===== src/rtl/ctrl_teclado_pkg.sv =====
// Shared definitions for the PS/2 keyboard control machine: state encoding,
// scan-code constants and the packed lookup tables used by scan_digit_dec.
package ctrl_teclado_pkg;

  typedef enum logic [1:0] {
    APAG      = 2'd0,
    ENC       = 2'd1,
    APAG_SKIP = 2'd2,
    ENC_SKIP  = 2'd3
  } state_e;

  localparam logic [7:0] KEY_ON  = 8'h24;  // 'E'
  localparam logic [7:0] KEY_OFF = 8'h1C;  // 'A'
  localparam logic [7:0] BRK     = 8'hF0;
  localparam logic [7:0] EXT     = 8'hE0;

  localparam logic [7:0] KEY_T = 8'h2C;
  localparam logic [7:0] KEY_P = 8'h4D;
  localparam logic [7:0] KEY_Q = 8'h15;
  localparam logic [7:0] KEY_W = 8'h1D;

  // Entry i of a table lives at [i*8 +: 8] and decodes to index i.
  localparam int unsigned N_DIGITS = 10;
  localparam logic [N_DIGITS*8-1:0] DIGIT_CODES = {
    8'h46, 8'h3E, 8'h3D, 8'h36, 8'h2E, 8'h25, 8'h26, 8'h1E, 8'h16, 8'h45
  };

  localparam int unsigned N_SEL = 4;
  localparam logic [N_SEL*8-1:0] SEL_CODES = {KEY_W, KEY_Q, KEY_P, KEY_T};

endpackage


===== src/rtl/scan_digit_dec.sv =====
// Combinational scan-code lookup: reports whether a byte is in CODES and its
// table index. Used for both the digit keys and the channel-select keys.
module scan_digit_dec
  import ctrl_teclado_pkg::*;
#(
  parameter int unsigned              N_CODES = N_DIGITS,
  parameter logic [N_CODES*8-1:0]     CODES   = DIGIT_CODES
) (
  input  logic [7:0] code,
  output logic       is_digit,
  output logic [3:0] digit
);

  always_comb begin
    // NOTE: defaults first so every path assigns both outputs; no latch.
    is_digit = 1'b0;
    digit    = 4'd0;
    for (int i = 0; i < int'(N_CODES); i++) begin
      if (code == CODES[i*8 +: 8]) begin
        is_digit = 1'b1;
        digit    = 4'(i);
      end
    end
  end

endmodule


===== src/rtl/ctrl_teclado_param.sv =====
// Keyboard control machine: on/off FSM with break/extended prefix skipping and
// N_CH digit-written setpoint registers. Define IDLE_OFF_EN for auto power-off.
module ctrl_teclado_param
  import ctrl_teclado_pkg::*;
#(
  parameter int N_CH     = 2,
  parameter int VAL_W    = 3,
  parameter int VAL_MAX  = 6,
  parameter int IDLE_CYC = 50_000_000
) (
  input  logic                  clk,
  input  logic                  reset_n,
  input  logic                  tecla_valid,
  input  logic [7:0]            tecla,
  output logic                  EN,
  output logic [1:0]            ch_sel,
  output logic [N_CH*VAL_W-1:0] vals,
  output logic                  wr_stb,
  output logic [1:0]            wr_ch,
  output logic                  err_stb
);

  localparam logic [3:0] N_CH_L    = 4'(N_CH);
  localparam logic [3:0] VAL_MAX_L = 4'(VAL_MAX);

  state_e                state_q;
  logic                  en_q;
  logic [1:0]            ch_sel_q;
  logic [N_CH*VAL_W-1:0] vals_q;
  logic                  wr_stb_q;
  logic [1:0]            wr_ch_q;
  logic                  err_stb_q;

  logic       dig_hit;
  logic [3:0] dig_val;
  logic       sel_hit;
  logic [3:0] sel_idx;
  logic       idle_expire;

  scan_digit_dec #(
    .N_CODES (N_DIGITS),
    .CODES   (DIGIT_CODES)
  ) u_dig_dec (
    .code     (tecla),
    .is_digit (dig_hit),
    .digit    (dig_val)
  );

  scan_digit_dec #(
    .N_CODES (N_SEL),
    .CODES   (SEL_CODES)
  ) u_sel_dec (
    .code     (tecla),
    .is_digit (sel_hit),
    .digit    (sel_idx)
  );

`ifdef IDLE_OFF_EN
  localparam int              CNT_W     = $clog2(IDLE_CYC);
  localparam logic [CNT_W-1:0] IDLE_LAST = CNT_W'(IDLE_CYC - 1);

  logic [CNT_W-1:0] idle_q;
  logic [CNT_W-1:0] idle_d;
  logic             in_enc;

  assign in_enc      = (state_q == ENC) || (state_q == ENC_SKIP);
  assign idle_expire = in_enc && !tecla_valid && (idle_q == IDLE_LAST);

  always_comb begin
    idle_d = idle_q + 1'b1;
    if (tecla_valid || !in_enc || idle_expire) idle_d = '0;
  end

  always_ff @(posedge clk or negedge reset_n) begin
    if (!reset_n) idle_q <= '0;
    else          idle_q <= idle_d;
  end
`else
  assign idle_expire = 1'b0;
`endif

  always_ff @(posedge clk or negedge reset_n) begin
    // NOTE: the setpoint bank is plain flops cleared by reset, not a RAM.
    if (!reset_n) begin
      state_q   <= APAG;
      en_q      <= 1'b0;
      ch_sel_q  <= 2'd0;
      vals_q    <= '0;
      wr_stb_q  <= 1'b0;
      wr_ch_q   <= 2'd0;
      err_stb_q <= 1'b0;
    end else begin
      // NOTE: non-blocking throughout; later assignments override the strobe defaults.
      wr_stb_q  <= 1'b0;
      err_stb_q <= 1'b0;
      if (tecla_valid) begin
        unique case (state_q)
          APAG: begin
            if (tecla == KEY_ON) begin
              state_q <= ENC;
              en_q    <= 1'b1;
            end else if (tecla == BRK || tecla == EXT) begin
              state_q <= APAG_SKIP;
            end
          end
          APAG_SKIP: state_q <= APAG;
          ENC_SKIP:  state_q <= ENC;
          ENC: begin
            if (tecla == KEY_OFF) begin
              state_q  <= APAG;
              en_q     <= 1'b0;
              vals_q   <= '0;
              ch_sel_q <= 2'd0;
            end else if (tecla == BRK || tecla == EXT) begin
              state_q <= ENC_SKIP;
            end else if (sel_hit) begin
              if (sel_idx < N_CH_L) ch_sel_q <= sel_idx[1:0];
            end else if (dig_hit) begin
              if (dig_val <= VAL_MAX_L) begin
                vals_q[int'(ch_sel_q)*VAL_W +: VAL_W] <= VAL_W'(dig_val);
                wr_stb_q <= 1'b1;
                wr_ch_q  <= ch_sel_q;
              end else begin
                err_stb_q <= 1'b1;
              end
            end
          end
          default: state_q <= APAG;
        endcase
      end else if (idle_expire) begin
        state_q  <= APAG;
        en_q     <= 1'b0;
        vals_q   <= '0;
        ch_sel_q <= 2'd0;
      end
    end
  end

  assign EN      = en_q;
  assign ch_sel  = ch_sel_q;
  assign vals    = vals_q;
  assign wr_stb  = wr_stb_q;
  assign wr_ch   = wr_ch_q;
  assign err_stb = err_stb_q;

endmodule


===== config.mk =====
export PLATFORM = sky130hd
export DESIGN_NAME = ctrl_teclado_param
export DESIGN_NICKNAME = d
export VERILOG_FILES = /design/src/rtl/ctrl_teclado_pkg.sv /design/src/rtl/scan_digit_dec.sv /design/src/rtl/ctrl_teclado_param.sv
export SDC_FILE = /design/constraint.sdc
export NUM_CORES = 1
export LEC_CHECK = 0
export CAP_MARGIN = 30
export CORE_MARGIN = 5
export CORE_UTILIZATION = 50
export DETAILED_ROUTE_END_ITERATION = 10
export GPL_TIMING_DRIVEN = 0
export PLACE_DENSITY = 0.79
export SETUP_SLACK_MARGIN = 0.05
export SLEW_MARGIN = 20
export SYNTH_ARGS = -nofsm -noshare
export SYNTH_HDL_FRONTEND = slang
export SYNTH_SLANG_ARGS = --single-unit

===== constraint.sdc =====
create_clock -name clk -period 2.7 [get_ports clk]
set_clock_uncertainty 0.15 [all_clocks]
set_input_delay 0.54 -clock clk [delete_from_list [all_inputs] [get_ports clk]]
set_output_delay 0.54 -clock clk [all_outputs]
set_load 0.01 [all_outputs]

==> metrics.md <==
| Metric | Value |
|---|---|
| Synth Area in Compound Gates | 14.3% |
| Synthesized Nets | 124 |
| Post-synth top cells | 15 x dfrtp_1, 9 x nor3_1, 7 x nor2_1 |
| Initial core utilization | 51.4% |
| Routed vias/inst | 5.95 |
| Crit Path Category | primary input to flip-flop |
| First-pass GRT wire length | 4250 µm |
| First-iteration detailed-routing DRC count | 22 |
| Hold Fails Final Rpt | 0 |
| Final hold slack | 0.342 ns |
| Area contributors post-synth | dfrtp_1 33%, mux2_4 5.3%, nor3_1 4.0% |
| Cells after synthesis | 111 |
| Terminus of the critical flop-to-flop path | vals[3] |
| Dpl ws | -0.237 ns |
| Synth Register Bits | 15 |
| Port Buffers | 21 |
| Final WS setup | 0.175 ns |
| Unrepaired setup endpoints after global routing | no |
| Placed insts | 160 |
| Count leader, synth | dfrtp_1 |
| Crit path DAT | 2.55 ns |
| Post-DP HPWL | 1970 µm |
| Worst path bufs/invs | 1 |
| Core Area | 2190 µm² |
| Largest stage delay, worst path | 0.54 ns |
| Pleak | 0.588 nW |
| Max VDD drop | 0.000226 V |
| Vias | 993 |
| Gpl congestion | 0.869 |
| Tmin final | 2.53 ns |
| R2r startpoint | state_q[1] |
| FF-to-FF path depth | 5 |
| Min-delay src | wr_ch[1] |
| Slowest cell on the critical path | clkdlybuf4s50_1 |
| Initial antenna violation count | 0 |
| # hold bufs at CTS | 0 |
| Die Span Y | 57.5 µm |
| Die area | 3300 µm² |
| Critical path peak fanout | 8 |
| Hold path cells | 1 |
| Library cells used by synthesis | 48 |
| Synth warn | 0 |
| Max_slew headroom | 54.5% |
| Status | completed |
| GRT Residual Overflow | 0 |
| Largest net degree at the start of global routing | 16 |
| Layout cell share with drive strength beyond 1 | 18.7% |
| Avg WL per Cell | 15.3 µm |
| Number of synthesized flops with an enable pin | 0 |
| Worst-Margin Slew | 0.681 ns |
| Die width | 57.5 µm |
| Root buffer cell | clkbuf_4 |
| Worst path required time | 2.72 ns |
| Clk_lat worst skew | 0.28 ns |
| Hold-critical path endpoint | wr_ch[1] |
| Drt drc | 0 |
| Post-synth top area share | 33.3% |
| Final setup fails | 0 |
| Async S/R FF share, synth | 100% |
| Num CTS Buffers | 3 |
| Area leader, netlist | dfrtp_1 |
| CP Launch Type | primary input |
| Highest Clock Rate | 396 MHz |
| Syn_area_per_cell | 10.1 µm² |
| Top FF cell, synth | dfrtp_1 |
| Clock net sink count | 15 |
| Worst min path class | flip-flop to flip-flop |
| Number of max-cap violations | 0 |
| CTS tree | built |
| FP Rows | 17 |
| Synth Area in Adders | 2.22% |
| Simple-gate share of the synthesized area | 30.1% |
| GRT Util Overall | 16.2% |
| Critical-path cell list | clkdlybuf4s50_1 -> or2_4 -> or4_4 -> o31ai_4 -> o2bb2ai_2 -> mux2_4 |
| Io pins | 24 |
| PwrDens | 304 nW/µm² |
| Final Cycle Share | 93.5% |
| Crit. End Element | flip-flop |
| Sequential area share after synthesis | 33.3% |
| Cell family with most CP delay | simple AND/OR/NAND/NOR gates |
| Layout Nets | 153 |
| Post-CTS sizing | 0 |
| Area Overhead vs Synth | 26.2% |
| Clock Tree Buf Depth | 2 |
| Mapped Area | 1130 µm² |
| Xor and xnor fraction of the mapped netlist area | 3.11% |
| Final std cells w/o fill | 167 |
| Vias in the first global route | 926 |
| Final ANT Viol Nets | 0 |
| Pins Over Slew Limit | 0 |
| Pre-antenna DRT Iters | 4 |
| Tot Pwr | 0.433 mW |
| Reg2reg setup slack | 0.56 ns |
| Clk slew on worst S/H paths | 0.09 ns |
| Layout Utilization | 64.9% |
| # diodes | 0 |
| Routed WL | 2560 µm |
| Mux contribution to synthesized area | 12.0% |
| H-Tree Depth | 1 |
| Main combinational cell family by area after synthesis | simple AND/OR/NAND/NOR gates |
## through the flow
stage | TNS (ns) | cell area (µm²)
final | 0 | 1420
after global routing | 0 | 1420
after CTS | 0 | 1400
after detailed placement | -1.29 | 1370
after global placement | -1.14 | 1370
after floorplan | 0 | 1130
## metal layers
metal | up-vias | wire length [µm] | share of wire [%] | global-route usage (%)
li1 | 479 | - | - | -
met1 | 472 | 1040 | 41 | 20.3
met2 | 40 | 1350 | 53 | 28.5
met3 | 2 | 161 | 6.3 | 2.71
met4 | 0 | 9 | 0.35 | 3.97
met5 | - | 0 | 0 | 0
## what timing repair did
item,4_1_cts,5_1_grt
buffers inserted,0,3
endpoints found under the hold margin,0,0
setup endpoints to repair,0,4
## worst reg2reg max path: stages (launching register included)
cell       delay, ns
dfrtp_1         0.43
nand3b_4        0.26
or4_4           0.59
o31ai_4         0.09
o2bb2ai_2       0.19
mux2_4          0.32
## state kept, by name, summed over array words and instances, names as in the netlist
signal	flops
wr_ch	2
ch_sel	2
EN	1
err_stb	1
wr_stb	1
state_q	2
vals	6
## report_power, final
part	internal, mW	switching, mW	total [mW]	leakage, nW
Combinational	0.0330	0.0420	0.0750	0.376
Sequential	0.226	0.000889	0.227	0.194
Clock	0.0550	0.0759	0.131	0.0177
## area by class of cell
class / count / area (µm²)
clock buffers: 3 / 22.5
inverters: 5 / 18.8
plain buffers: 6 / 36.3
multi-input cells: 85 / 696
fillers: 188 / 769
clock inverters: 1 / 5.00
well taps: 28 / 35.0
flip-flops and latches: 15 / 375
repair buffers: 24 / 233
## cells in the final DEF, fill, tap and decap left out, types with 2 or more instances in the layout
master and instances:
a21oi_1 2, a41oi_1 2, and3_1 3, and3b_1 2, buf_2 2, buf_4 4
clkbuf_1 2, clkbuf_4 3, clkdlybuf4s50_1 21, dfrtp_1 15, ha_1 2, inv_1 5
mux2_1 3, mux2_4 4, mux2i_1 3, nand2_1 5, nand2b_1 3, nand3_1 2
nand3b_1 4, nor2_1 7, nor3_1 9, nor4b_1 2, o21ai_0 2, o22ai_1 2
o2bb2ai_2 2, xnor2_1 2, xor2_1 2
## how the worst max path moves through the flow
stage / from / end / slack [ns] / cells past startpoint
5_1_grt: tecla[7] / vals[3] / 0.10 / 6
3_5_place_dp: tecla[7] / vals[3] / -0.24 / 6
6_report: tecla[7] / vals[3] / 0.17 / 6
2_1_floorplan: tecla[6] / vals[0] / 0.43 / 6
3_3_place_gp: tecla[7] / vals[3] / -0.23 / 6
4_1_cts: tecla[7] / vals[3] / 0.06 / 6
## cells by family (layout without fill, tap and decap cells)
family / count (synthesis) / count (layout)
DFF: 15 / 15
xor gates and xnor gates: 4 / 4
buffers and inverters: 11 / 39
AOI/OAI and AO/OA: 18 / 18
adders and majority gates: 2 / 2
muxes: 11 / 11
and+or+nand+nor: 50 / 50
Power figures use the tool's default switching activity.
